===== config.mk =====
export PLATFORM = sky130hd
export DESIGN_NAME = pll_phase_sequencer
export DESIGN_NICKNAME = d
export VERILOG_FILES = /design/src/rtl/pll_seq_pkg.sv /design/src/rtl/pll_phase_sequencer_scanclk_gen.sv /design/src/rtl/pll_phase_sequencer.sv
export SDC_FILE = /design/constraint.sdc
export NUM_CORES = 1
export LEC_CHECK = 0
export CAP_MARGIN = 20
export CORE_AREA = 2 2 95 97
export CTS_CLUSTER_SIZE = 16
export DETAILED_ROUTE_END_ITERATION = 10
export DIE_AREA = 0 0 97 99
export GPL_TIMING_DRIVEN = 0
export PLACE_DENSITY = 0.62
export SLEW_MARGIN = 10
export SYNTH_ARGS = -nofsm -noshare
export SYNTH_HDL_FRONTEND = slang
export SYNTH_SLANG_ARGS = --single-unit

===== constraint.sdc =====
create_clock -name clk -period 3.4 [get_ports clk]
set_clock_uncertainty 0.2 [all_clocks]
set_input_delay 0.85 -clock clk [delete_from_list [all_inputs] [get_ports clk]]
set_output_delay 0.85 -clock clk [all_outputs]
set_load 0.01 [all_outputs]

===== src/rtl/pll_seq_pkg.sv =====
// pll_seq_pkg: shared definitions for the PLL phase sequencer.
//   state_e            - sequencer FSM states
//   CNT_SEL_*          - altpll phasecounterselect encodings
//   DEFAULT_TIMEOUT    - clk cycles allowed for phasedone / pll_locked
//   step_phase()       - one saturating phase step up or down
package pll_seq_pkg;

   typedef enum logic [2:0] {
      IDLE        = 3'd0,
      START       = 3'd1,
      SWITCH      = 3'd2,
      WAIT_LOCK   = 3'd3,
      STEP_SETUP  = 3'd4,
      STEP_ASSERT = 3'd5,
      STEP_WAIT   = 3'd6,
      DONE        = 3'd7
   } state_e;

   localparam logic [2:0] CNT_SEL_ALL = 3'b000;
   localparam logic [2:0] CNT_SEL_M   = 3'b001;
   localparam logic [2:0] CNT_SEL_C0  = 3'b010;
   localparam logic [2:0] CNT_SEL_C1  = 3'b011;
   localparam logic [2:0] CNT_SEL_C2  = 3'b100;
   localparam logic [2:0] CNT_SEL_C3  = 3'b101;
   localparam logic [2:0] CNT_SEL_C4  = 3'b110;

   localparam int DEFAULT_TIMEOUT = 1023;

   // Applied phase after one step; clamps at 0 and 255 instead of wrapping.
   function automatic logic [7:0] step_phase(input logic [7:0] cur, input logic up);
      logic [7:0] res;
      if (up) begin
         res = (cur == 8'hFF) ? cur : cur + 8'd1;
      end else begin
         res = (cur == 8'h00) ? cur : cur - 8'd1;
      end
      return res;
   endfunction

endpackage


===== src/rtl/pll_phase_sequencer_scanclk_gen.sv =====
// scanclk_gen: divided scan clock with enable.
//   clk, reset_n - system clock, async active-low reset
//   en           - count while high (divider running this cycle)
//   clr          - force scanclk low and restart the divider on the next edge
//   scanclk      - registered scan clock, clk/(2*DIV), starts low
//   rise, fall   - one-cycle strobes, high in the clk cycle whose edge makes
//                  scanclk rise / fall
module scanclk_gen #(
   parameter int DIV = 4
) (
   input  logic clk,
   input  logic reset_n,
   input  logic en,
   input  logic clr,
   output logic scanclk,
   output logic rise,
   output logic fall
);

   localparam int CW = (DIV > 1) ? $clog2(DIV) : 1;

   logic [CW-1:0] cnt_q, cnt_d;
   logic          sclk_q, sclk_d;
   logic          tick_s;

   // Divider next state; clr is kept out of the strobes so the sequencer can
   // derive clr from its own next state without a combinational loop.
   always_comb begin
      tick_s = en && (cnt_q == CW'(DIV - 1));
      cnt_d  = cnt_q;
      sclk_d = sclk_q;
      if (clr || !en) begin
         cnt_d  = '0;
         sclk_d = 1'b0;
      end else if (tick_s) begin
         cnt_d  = '0;
         sclk_d = ~sclk_q;
      end else begin
         cnt_d  = cnt_q + CW'(1);
      end
   end

   // Divider registers.
   always_ff @(posedge clk or negedge reset_n) begin
      if (!reset_n) begin
         cnt_q  <= '0;
         sclk_q <= 1'b0;
      end else begin
         cnt_q  <= cnt_d;
         sclk_q <= sclk_d;
      end
   end

   assign scanclk = sclk_q;
   assign rise    = tick_s && !sclk_q;
   assign fall    = tick_s &&  sclk_q;

endmodule


===== src/rtl/pll_phase_sequencer.sv =====
// pll_phase_sequencer: walks the altpll from its applied source/phase to the
// host target using clkswitch and dynamic phase-shift handshakes.
//   inputs : clk, reset_n, updatepll (request strobe), pll_clk_src,
//            pll_clk_phase (targets), phasedone, pll_locked (from altpll)
//   outputs: phasecounterselect, phaseupdown, phasestep, scanclk, clkswitch
//            (to altpll), busy, cur_phase, cur_src, error (status)
module pll_phase_sequencer
   import pll_seq_pkg::*;
#(
   parameter int         SCANCLK_DIV = 4,
   parameter logic [2:0] CNT_SEL     = CNT_SEL_ALL,
   parameter int         SWITCH_HOLD = 8,
   parameter int         TIMEOUT     = DEFAULT_TIMEOUT
) (
   input  logic       clk,
   input  logic       reset_n,
   input  logic       updatepll,
   input  logic       pll_clk_src,
   input  logic [7:0] pll_clk_phase,
   input  logic       phasedone,
   input  logic       pll_locked,
   output logic [2:0] phasecounterselect,
   output logic       phaseupdown,
   output logic       phasestep,
   output logic       scanclk,
   output logic       clkswitch,
   output logic       busy,
   output logic [7:0] cur_phase,
   output logic       cur_src,
   output logic       error
);

   localparam int CMAX = (TIMEOUT > SWITCH_HOLD) ? TIMEOUT : SWITCH_HOLD;
   localparam int CW   = $clog2(CMAX + 1);

   state_e        state_q, state_d;
   logic          pending_q, pending_d;
   logic          tgt_src_q, tgt_src_d;
   logic [7:0]    tgt_phase_q, tgt_phase_d;
   logic [CW-1:0] cnt_q, cnt_d;
   logic [1:0]    edge_q, edge_d;
   logic          low_seen_q, low_seen_d;
   logic [7:0]    cur_phase_q, cur_phase_d;
   logic          cur_src_q, cur_src_d;
   logic          error_q, error_d;
   logic          busy_q, busy_d;
   logic          phasestep_q, phasestep_d;
   logic          clkswitch_q, clkswitch_d;
   logic          updown_q, updown_d;
   logic [2:0]    cntsel_q, cntsel_d;
   logic [7:0]    next_phase_s;
   logic          sc_en_s, sc_clr_s, sc_rise_s, sc_fall_s;

   // The scan clock only runs in the working states and is forced low on the
   // edge that enters DONE or IDLE.
   assign sc_en_s  = (state_q != IDLE) && (state_q != DONE);
   assign sc_clr_s = (state_d == IDLE) || (state_d == DONE);

   scanclk_gen #(.DIV(SCANCLK_DIV)) u_scanclk (
      .clk     (clk),
      .reset_n (reset_n),
      .en      (sc_en_s),
      .clr     (sc_clr_s),
      .scanclk (scanclk),
      .rise    (sc_rise_s),
      .fall    (sc_fall_s)
   );

   // Next-state and registered-output logic.
   always_comb begin
      state_d      = state_q;
      pending_d    = pending_q;
      tgt_src_d    = tgt_src_q;
      tgt_phase_d  = tgt_phase_q;
      cnt_d        = cnt_q;
      edge_d       = edge_q;
      low_seen_d   = low_seen_q;
      cur_phase_d  = cur_phase_q;
      cur_src_d    = cur_src_q;
      error_d      = error_q;
      updown_d     = updown_q;
      next_phase_s = step_phase(cur_phase_q, updown_q);

      case (state_q)
         IDLE: begin
            if (updatepll || pending_q) begin
               state_d = START;
            end else begin
               state_d = IDLE;
            end
         end
         START: begin
            tgt_src_d   = pll_clk_src;
            tgt_phase_d = pll_clk_phase;
            pending_d   = 1'b0;
            error_d     = 1'b0;
            if (pll_clk_src != cur_src_q) begin
               state_d = SWITCH;
            end else if (pll_clk_phase != cur_phase_q) begin
               state_d = STEP_SETUP;
            end else begin
               state_d = DONE;
            end
         end
         SWITCH: begin
            cnt_d = cnt_q + CW'(1);
            if (cnt_q == CW'(SWITCH_HOLD - 1)) begin
               state_d = WAIT_LOCK;
            end else begin
               state_d = SWITCH;
            end
         end
         WAIT_LOCK: begin
            cnt_d = cnt_q + CW'(1);
            if (pll_locked) begin
               cur_src_d = tgt_src_q;
               state_d   = (tgt_phase_q != cur_phase_q) ? STEP_SETUP : DONE;
            end else if (cnt_q == CW'(TIMEOUT - 1)) begin
               error_d = 1'b1;
               state_d = DONE;
            end else begin
               state_d = WAIT_LOCK;
            end
         end
         STEP_SETUP: begin
            // Direction settles on the first falling edge; the step starts on
            // the next one, a full scanclk period later.
            if (sc_fall_s) begin
               updown_d = (tgt_phase_q > cur_phase_q);
               if (edge_q == 2'd1) begin
                  state_d = STEP_ASSERT;
               end else begin
                  edge_d = edge_q + 2'd1;
               end
            end else begin
               state_d = STEP_SETUP;
            end
         end
         STEP_ASSERT: begin
            // edge_q counts scanclk rising edges seen with phasestep high.
            if (sc_rise_s && (edge_q != 2'd3)) begin
               edge_d = edge_q + 2'd1;
            end else if (sc_fall_s && (edge_q == 2'd2)) begin
               state_d = STEP_WAIT;
            end else begin
               state_d = STEP_ASSERT;
            end
         end
         STEP_WAIT: begin
            // Each phasedone edge gets its own timeout window.
            cnt_d = cnt_q + CW'(1);
            if (!low_seen_q) begin
               if (!phasedone) begin
                  low_seen_d = 1'b1;
                  cnt_d      = '0;
               end else if (cnt_q == CW'(TIMEOUT - 1)) begin
                  error_d = 1'b1;
                  state_d = DONE;
               end else begin
                  state_d = STEP_WAIT;
               end
            end else begin
               if (phasedone) begin
                  cur_phase_d = next_phase_s;
                  state_d     = (next_phase_s == tgt_phase_q) ? DONE : STEP_SETUP;
               end else if (cnt_q == CW'(TIMEOUT - 1)) begin
                  error_d = 1'b1;
                  state_d = DONE;
               end else begin
                  state_d = STEP_WAIT;
               end
            end
         end
         DONE: begin
            state_d = IDLE;
         end
         default: begin
            state_d = IDLE;
         end
      endcase

      // A strobe while busy (including the DONE->IDLE cycle) is held, and
      // wins over the clear done in START.
      if (updatepll && (state_q != IDLE)) begin
         pending_d = 1'b1;
      end else begin
         pending_d = pending_d;
      end

      // Per-state counters restart on every state change.
      if (state_d != state_q) begin
         cnt_d      = '0;
         edge_d     = 2'd0;
         low_seen_d = 1'b0;
      end else begin
         low_seen_d = low_seen_d;
      end

      busy_d      = (state_d != IDLE);
      phasestep_d = (state_d == STEP_ASSERT);
      clkswitch_d = (state_d == SWITCH);
      cntsel_d    = (state_d != IDLE) ? CNT_SEL : 3'b000;
   end

   // State and output registers.
   always_ff @(posedge clk or negedge reset_n) begin
      if (!reset_n) begin
         state_q     <= IDLE;
         pending_q   <= 1'b0;
         tgt_src_q   <= 1'b0;
         tgt_phase_q <= 8'd0;
         cnt_q       <= '0;
         edge_q      <= 2'd0;
         low_seen_q  <= 1'b0;
         cur_phase_q <= 8'd0;
         cur_src_q   <= 1'b0;
         error_q     <= 1'b0;
         busy_q      <= 1'b0;
         phasestep_q <= 1'b0;
         clkswitch_q <= 1'b0;
         updown_q    <= 1'b0;
         cntsel_q    <= 3'b000;
      end else begin
         state_q     <= state_d;
         pending_q   <= pending_d;
         tgt_src_q   <= tgt_src_d;
         tgt_phase_q <= tgt_phase_d;
         cnt_q       <= cnt_d;
         edge_q      <= edge_d;
         low_seen_q  <= low_seen_d;
         cur_phase_q <= cur_phase_d;
         cur_src_q   <= cur_src_d;
         error_q     <= error_d;
         busy_q      <= busy_d;
         phasestep_q <= phasestep_d;
         clkswitch_q <= clkswitch_d;
         updown_q    <= updown_d;
         cntsel_q    <= cntsel_d;
      end
   end

   assign phasecounterselect = cntsel_q;
   assign phaseupdown        = updown_q;
   assign phasestep          = phasestep_q;
   assign clkswitch          = clkswitch_q;
   assign busy               = busy_q;
   assign cur_phase          = cur_phase_q;
   assign cur_src            = cur_src_q;
   assign error              = error_q;

endmodule


### Yosys cells after proc, flatten, opt, wreduce, memory -nomap -nowiden

Cells that the tools add are included.

* multiply operators: 0
* bitwise operators: 1
* multiplexer cells: 45
* divide/modulo/power cells: 0
* magnitude comparators: 1
* shifts and indexed selects: 0
* $add $sub $neg: 5
* equality and inequality tests: 29
* reductions and logical operators: 29

Operators by type and width (number)
* two-way mux 10 bit: 3
* two-way mux 3 bit: 9
* two-way mux 8 bit: 3
* one-hot mux 3 bit (8 select lines): 1
* two-way mux 2 bit: 10
* one-hot mux 10 bit (2 select lines): 1
* equality test 3 bit, second input constant: 6
* inequality test 3 bit, second input constant: 6
* two-way mux 1 bit: 16
* inequality test 8 bit: 2
* nonzero test 3 bit: 5
* adder 10 x 1 -> 10 bit, second input constant: 1
* equality test 10 bit, second input constant: 1
* equality test 10 x 3 -> 1 bit, second input constant: 1
* equality test 3 x 2 -> 1 bit, second input constant: 3
* adder 8 x 1 -> 8 bit, second input constant: 1
* equality test 8 bit: 1
* equality test 8 bit, second input constant: 1
* greater-than comparator 8 bit: 1
* logical NOT 8 bit: 1
* AND reduction 4 bit: 2
* subtractor 8 x 1 -> 8 bit, second input constant: 1
* logical AND 1 bit: 7
* logical NOT 3 bit: 2
* other kinds (16): 25

* bits in registers: 43
* memory bits (writable): 0
* bits in read-only memories: 0
* bits of input ports: 14
* bits in latches: 0
* memories: 0
* logic and storage cells: 126

### Longest topological paths before layout

Gate-level depths: netlist of the first run.

* depth in word-level cells: 12
* mapped depth: 12
* depth with buffers taken out: 10

### Cells and area by module

Synthesis of the first run repeated with hierarchy kept, for this count alone.

* cells, all modules: 373
* area, all modules: 3228.1 um^2

By module, submodules not included
* pll_phase_sequencer: cells each 360, area an instance 3094.2 um^2, instances 1
* scanclk_gen: cells each 13, area an instance 133.9 um^2, instances 1

### Worst setup path before layout of the first run

OpenSTA, ideal clock, no wires.

* kind: reg-to-reg
* start point: reg cur_phase_q[0], in the netlist cur_phase[0]
* end point: reg edge_q[1]
* path slack: 0.396 ns
* period minus slack after synthesis: 3.004 ns
* stages on the path, launching flop included: 12
* arrival: 2.693 ns
* cells stage by stage: dfrtp_1 clkbuf_1 inv_1 ha_1 nor3b_2 a21oi_2 a211oi_1 or3_1 nand4_2 nor2_1 o31a_4 a2111oi_2

* cells in the longest elaborated chain, start to end: 11
* elaborated cells on any way between the ends: 25

RTL lines
* start: declaration: RTL line pll_phase_sequencer.sv:43 `logic [7:0] cur_phase_q, cur_phase_d;`
* start signal: assignment: RTL line pll_phase_sequencer.sv:231 `cur_phase_q <= cur_phase_d;`
* subtractor 8 x 1 -> 8 bit, or another cell as far along: RTL line pll_seq_pkg.sv:35 `res = (cur == 8'h00) ? cur : cur - 8'd1;`
* two-way mux 8 bit, on equally long branches: RTL line pll_seq_pkg.sv:35, pll_seq_pkg.sv:33
* two-way mux 8 bit: RTL line pll_seq_pkg.sv:32 `if (up) begin`
* equality test 8 bit: RTL line pll_phase_sequencer.sv:165 `state_d = (next_phase_s == tgt_phase_q) ? DONE : STEP_SETUP;`
* two-way mux 2 bit: RTL line pll_phase_sequencer.sv:165
* two-way mux 3 bit: RTL line pll_phase_sequencer.sv:163 `if (phasedone) begin`
* two-way mux 3 bit: RTL line pll_phase_sequencer.sv:152 `if (!low_seen_q) begin`
* one-hot mux 3 bit (8 select lines) *: RTL line pll_phase_sequencer.sv:84 `case (state_q)`
* inequality test 3 bit *: RTL line pll_phase_sequencer.sv:191 `if (state_d != state_q) begin`
* inequality test 3 bit (no source line) or nonzero test 3 bit (tied branches)
* AND reduction 4 bit (no source line)
* end signal: assignment: RTL line pll_phase_sequencer.sv:229 `edge_q <= edge_d;`
* end: declaration: RTL line pll_phase_sequencer.sv:41 `logic [1:0] edge_q, edge_d;`

Every way passes the cells marked *; elsewhere a longest branch is shown, timed or not.
A chain may end at the register's enable or synchronous reset.

### Final worst setup path of the first run

Ends and elaborated chain as after synthesis.

==> impl_metrics.yaml, run 1 <==
power_and_ir_drop:
  power_density_mw_per_mm2: 678
  p_leak_uw: 0.00159
  power_uw: 2690
  ir_drop_v: 0.000316
logic_synthesis:
  yosysSeqAreaShare_pct: 32.1
  ys_types: 67
  syn_inst: 375
  synth.area.top_cells: "dfrtp_1 (32%), ha_1 (6.0%), a21oi_1 (3.7%)"
  yosysMostFrequentCell: "dfrtp_1"
  synth_top_area_cell: "dfrtp_1"
  ys_ff_latch: 43
  async_flop_share_pct: 100
  netlist_top_cells_count: "dfrtp_1 (43), a21oi_1 (25), nor2_1 (24)"
  synth_area_mm2: 0.00335
  avgSynthCellArea_um2: 8.93
  yosys_most_used_dff: "dfrtp_1"
  synth_top_area_share_pct: 32.1
  synth-edff-count: 0
  yosys_warnings: 0
placement:
  placed_cell_area_mm2: 0.00378
  place_ws_ns: -0.289
  gp_congestion: 0.903
  hpwl_um: 6730
  io_buffers: 28
die:
  die_x_um: 97
  core_area_mm2: 0.00855
  dieArea_mm2: 0.00960
  row_count: 34
  initial_core_util_pct: 39.1
  ios: 32
  dieHeight_um: 99
routing:
  wirelength_um: 8930
  drt.antenna.violating_nets: 0
  drt_iter0_drc: 216
  via_count: 3074
  remaining_drc_errors: 0
  wl_per_cell_um: 17.0
  first_pass_iters: 4
  drt-vias-per-instance: 5.87
layout:
  antennaDiodeCount: 0
  layout.nets: 447
  area_growth_pct: 18.6
  layout-drive-gt1-share_pct: 17.8
  final_area_mm2: 0.00397
worst_setup_path:
  path_class: "reg2reg"
  worst_setup_path_start_kind: "register"
  critPathMaxFanout: 8
  arrival_ns: 3.26
  r2r_start: "cur_phase[0]"
  critPathRequiredTime_ns: 3.39
  cp-end-kind: "register"
  critPathLaunch: "cur_phase[0]"
run:
  cap_violations: 0
global_route:
  grt.overflow.total: 0
  antenna_found_initial: 0
  grt_usage_pct: 18.8
  grt_max_degree: 25
  grt_pass1_vias: 2907
  grt_pass1_wl_um: 14700
sta:
  slew_headroom_pct: 47.2
  fin_crit_sh_pct: 96.1
  worst_slack_ns: 0.134
  finalSetupViolCount: 0
  rsz0062_at_grt: "no"
  maxSlewViolCount: 0
  fin_crit_ns: 3.27
  max_freq_ghz: 0.306
  tightest_slew_ns: 0.786
  finalHoldViolCount: 0
clock_tree:
  cts_buffers: 5
  cts_tree: "yes"
  cts-htree-levels: 2
  root_buffer: "clkbuf_8"
  clock_sinks: 43
  cts_buffer_depth: 2
  postCtsHoldBufs: 0
  clk_pin_slew_ns: 0.10
  clock_latency_ns: 0.31
hold_path:
  min_path_type: "reg2reg"
  min_from: "u_scanclk.cnt_q[0]"
run_status:
  status: "finished, final reports clean"
[placed cells by master, fill, tap and decap left out, drive strengths merged, types with 14 or more instances in the layout]
cell and n:
clkdlybuf4s50 27, o21ai 21, nand3 17, xor2 14, buf 17, dfrtp 43, nor3 21, clkbuf 16
nand2 20, nor2 24, ha 16, nand4 14, inv 15, a21oi 26
[cells by family (layout without fill, tap and decap cells)]
| family | count (synthesis) | count (layout) | synth area share (%) |
|---|---|---|---|
| AO/OA/AOI/OAI | 96 | 96 | 19.9 |
| XOR/XNOR | 25 | 25 | 6.54 |
| adder cells (fa/ha/maj) | 16 | 16 | 5.98 |
| buffers and inverters | 38 | 77 | 5.42 |
| flip-flops | 43 | 43 | 32.1 |
| multiplexers | 13 | 13 | 4.30 |
| other | 1 | 3 | 0.112 |
| AND/OR/NAND/NOR | 143 | 143 | 25.6 |
[metrics by stage]
stage	utilization, %	hold WS [ns]	cells	TNS (ns)
2_1_floorplan	-	0.218	377	0
4_1_cts	45.3	0.246	520	-0.00181
3_3_place_gp	44.1	0.234	513	-3.77
6_report	46.4	0.240	524	0
5_1_grt	46.4	0.284	524	0
3_5_place_dp	44.3	0.235	514	-3.84
[final timing paths]
path                       cells after the start                  to  slack, ns
min in group asynchronous                      1        cur_phase[7]       0.30
setup reg to reg                               9           edge_q[1]       0.13
max in group asynchronous                      2      tgt_phase_q[2]       2.17
hold reg to reg                                1  u_scanclk.cnt_q[0]       0.24
setup / recovery                               9           edge_q[1]       0.13
hold / removal                                 1  u_scanclk.cnt_q[0]       0.24
[final cells by class]
type / count / area, µm²
clock buffers: 5 / 68.8
fillers: 827 / 4580
repair buffers: 33 / 325
flip-flops and latches: 43 / 1080
inverters: 16 / 63.8
plain buffers: 22 / 146
well taps: 108 / 135
clock inverters: 1 / 7.51
multi-input cells: 296 / 2140
[critical path, cell delays in order (launching register included)]
cell       delay [ns]
dfrtp_1          0.44
clkbuf_2         0.20
nor4_1           0.65
mux2i_1          0.32
o2bb2ai_1        0.22
xnor2_1          0.16
nand4_1          0.14
nor2_1           0.08
o31a_4           0.43
a2111oi_2        0.30
[layer usage]
layer | global-route usage [%] | vias up | wire (µm)
met5 | 0 | - | 0
li1 | - | 1479 | -
met4 | 6.83 | 0 | 187
met3 | 2.84 | 20 | 512
met2 | 31.0 | 109 | 4150
met1 | 25.1 | 1466 | 4080
[what timing repair did]
item                       CTS  global route
resized for setup            3            21
setup endpoints to repair    5            19
setup buffers                0             4
[state kept, by name, indices dropped and copies added, names as in the netlist]
name	cells
cnt_q	10
cur_phase	8
tgt_phase_q	8
state_q	3
edge_q	2
u_scanclk.cnt_q	2
busy	1
clkswitch	1
cur_src	1
error	1
low_seen_q	1
pending_q	1
phasestep	1
phaseupdown	1
tgt_src_q	1
u_scanclk.scanclk	1
[power breakdown]
group	switching, µW	internal (µW)
Sequential	169	669
Combinational	870	656
Clock	190	137
(Power assumes the default switching activity.)
==> inputs of run 2 (changes only) <==
--- a/config.mk
+++ b/config.mk
@@ -10,8 +10,9 @@
 export CTS_CLUSTER_SIZE = 16
 export DETAILED_ROUTE_END_ITERATION = 10
 export DIE_AREA = 0 0 97 99
+export DONT_BUFFER_PORTS = 1
 export GPL_TIMING_DRIVEN = 0
-export PLACE_DENSITY = 0.62
+export PLACE_DENSITY = 0.57
 export SLEW_MARGIN = 10
 export SYNTH_ARGS = -nofsm -noshare
 export SYNTH_HDL_FRONTEND = slang
==> run 2 against run 1 <==
  * Non-clock buffer count is 27 lower
  * Fmax is 0.44% higher
  * Via count is 3.1% lower
  * Core utilization is 2.3 points lower
  * Sequential share of layout area is 1.6 points higher
  * Critical path depth is 3 higher
  * Register-to-register slack hardly changed
  * Global-route usage hardly changed
  * Hold slack worse by 0.23 ns
  * Highest routed layer unchanged
==> impl_metrics.yaml, run 2 (synthesis results as in run 1) <==
die:
  dieArea_mm2: 0.00960
  core_area_mm2: 0.00855
  ios: 32
  row_count: 34
  initial_core_util_pct: 39.1
  dieHeight_um: 99
  die_x_um: 97
placement:
  dpl.cell_count: 485
  hpwl_um: 6490
  place_ws_ns: -0.149
  gp_congestion: 0.880
  io_buffers: 0
sta:
  slew_headroom_pct: 47.1
  worst_slack_ns: 0.148
  setup_tns_ns: 0
  fin_crit_ns: 3.25
  tightest_slew_ns: 0.787
  finalSetupViolCount: 0
  maxSlewViolCount: 0
  fin_crit_sh_pct: 95.6
  max_freq_ghz: 0.308
  whs_ns: 0.00930
  finalHoldViolCount: 0
routing:
  drt-vias-per-instance: 5.97
  wirelength_um: 8790
  via_count: 2979
  remaining_drc_errors: 0
  drt.antenna.violating_nets: 0
  drt_iter0_drc: 128
  first_pass_iters: 5
  wl_per_cell_um: 17.6
layout:
  final_cell_mix: "dfrtp_1 (37), a21oi_1 (25), nor2_1 (24), nand2_1 (19), nand3_1 (17)"
  regMostFlops: "cnt_q"
  layout-drive-gt1-share_pct: 20.5
  final_common_cell: "dfrtp_1"
  stdcell_count: 499
  area_growth_pct: 12.7
  nFillCells: 858
  layout.nets: 420
  antennaDiodeCount: 0
  largest_reg_flops: 10
  seq_area_mm2: 0.00108
  multiInputGateArea_mm2: 0.00216
worst_setup_path:
  worst_setup_path_start_kind: "register"
  critPathRequiredTime_ns: 3.42
  critPathMaxFanout: 8
  path_class: "reg2reg"
  arrival_ns: 3.27
  critPathLaunch: "cur_phase[0]"
  r2r_start: "cur_phase[0]"
  cp-end-kind: "register"
clock_tree:
  cts_buffers: 5
  cts_buffer_depth: 2
  cts_tree: "yes"
  root_buffer: "clkbuf_8"
  cts-htree-levels: 2
  clk_pin_slew_ns: 0.10
  clock_sinks: 43
  clock_latency_ns: 0.32
global_route:
  use_met1_pct: 25.1
  grt.busiest_layer: "met2"
  grt_pass1_wl_um: 14600
  met2_usage_pct: 31.1
  grtUsageMet3_pct: 4.54
  antenna_found_initial: 0
  grt.overflow.total: 0
  grt_pass1_vias: 2784
  grt_usage_pct: 18.7
  grt_max_degree: 44
power_and_ir_drop:
  ir_drop_v: 0.000365
  power_uw: 2730
  p_leak_uw: 0.00153
  power_density_mw_per_mm2: 723
hold_path:
  min_path_type: "in2async"
run_status:
  status: "finished, final reports clean"
run:
  cap_violations: 0
## run 2: stage by stage
stage,util (%),instance area (µm²)
floorplan,-,3350
global placement,40.8,3490
detailed placement,40.8,3490
CTS,42.7,3650
global route,44.1,3770
finish,44.1,3770
## run 2: path summary, 6_finish.rpt
kind	to	slack [ns]	cells past startpoint
hold / removal	cur_phase[2]	0.009	0
setup reg to reg	edge_q[1]	0.15	12
min in group clk	u_scanclk.cnt_q[0]	0.25	1
setup / recovery	edge_q[1]	0.15	12
max in group asynchronous	edge_q[1]	2.70	1
hold reg to reg	u_scanclk.cnt_q[0]	0.25	1
## run 2: layout make-up
type / count / area share (%)
timing repair buffer: 7 / 1.72
tap: 108 / 3.58
buffer: 21 / 3.88
clock inverter: 3 / 1.26
clock buffer: 5 / 1.82
inverter: 16 / 1.69
sequential: 43 / 28.7
multi-input combinational: 296 / 57.3
## run 2: metal layers
metal  wire length, µm  vias up  part of all wire, %
met1              3650     1432                   42
met5                 0        -                    0
met4               110        0                  1.3
met3               676        9                  7.7
met2              4350      116                   49
li1                  -     1422                    -
## run 2: power breakdown
group / leakage (µW) / internal (µW) / total, µW / switching [µW]
logic: 0.000933 / 596 / 1430 / 836
registers: 0.000538 / 671 / 861 / 190
clock network: 0.0000587 / 223 / 436 / 213
total: 0.00153 / 1490 / 2730 / 1240
## run 2: timing repair
item,CTS,global route
resized for setup,12,24
hold buffers,0,1
hold endpoints to repair,0,25
buffers inserted,0,6
endpoints found under the setup margin,17,18
pin swaps,0,0
## run 2: worst max-delay path: stages (launching register included)
cell and delay [ns]:
dfrtp_2 0.44, buf_2 0.20, inv_1 0.10, ha_1 0.25, nor3b_4 0.16, buf_4 0.18, a21oi_4 0.19, a211oi_1 0.11
or3_1 0.37, nand4_2 0.14, nor2_1 0.09, o31a_4 0.42, a2111oi_2 0.28
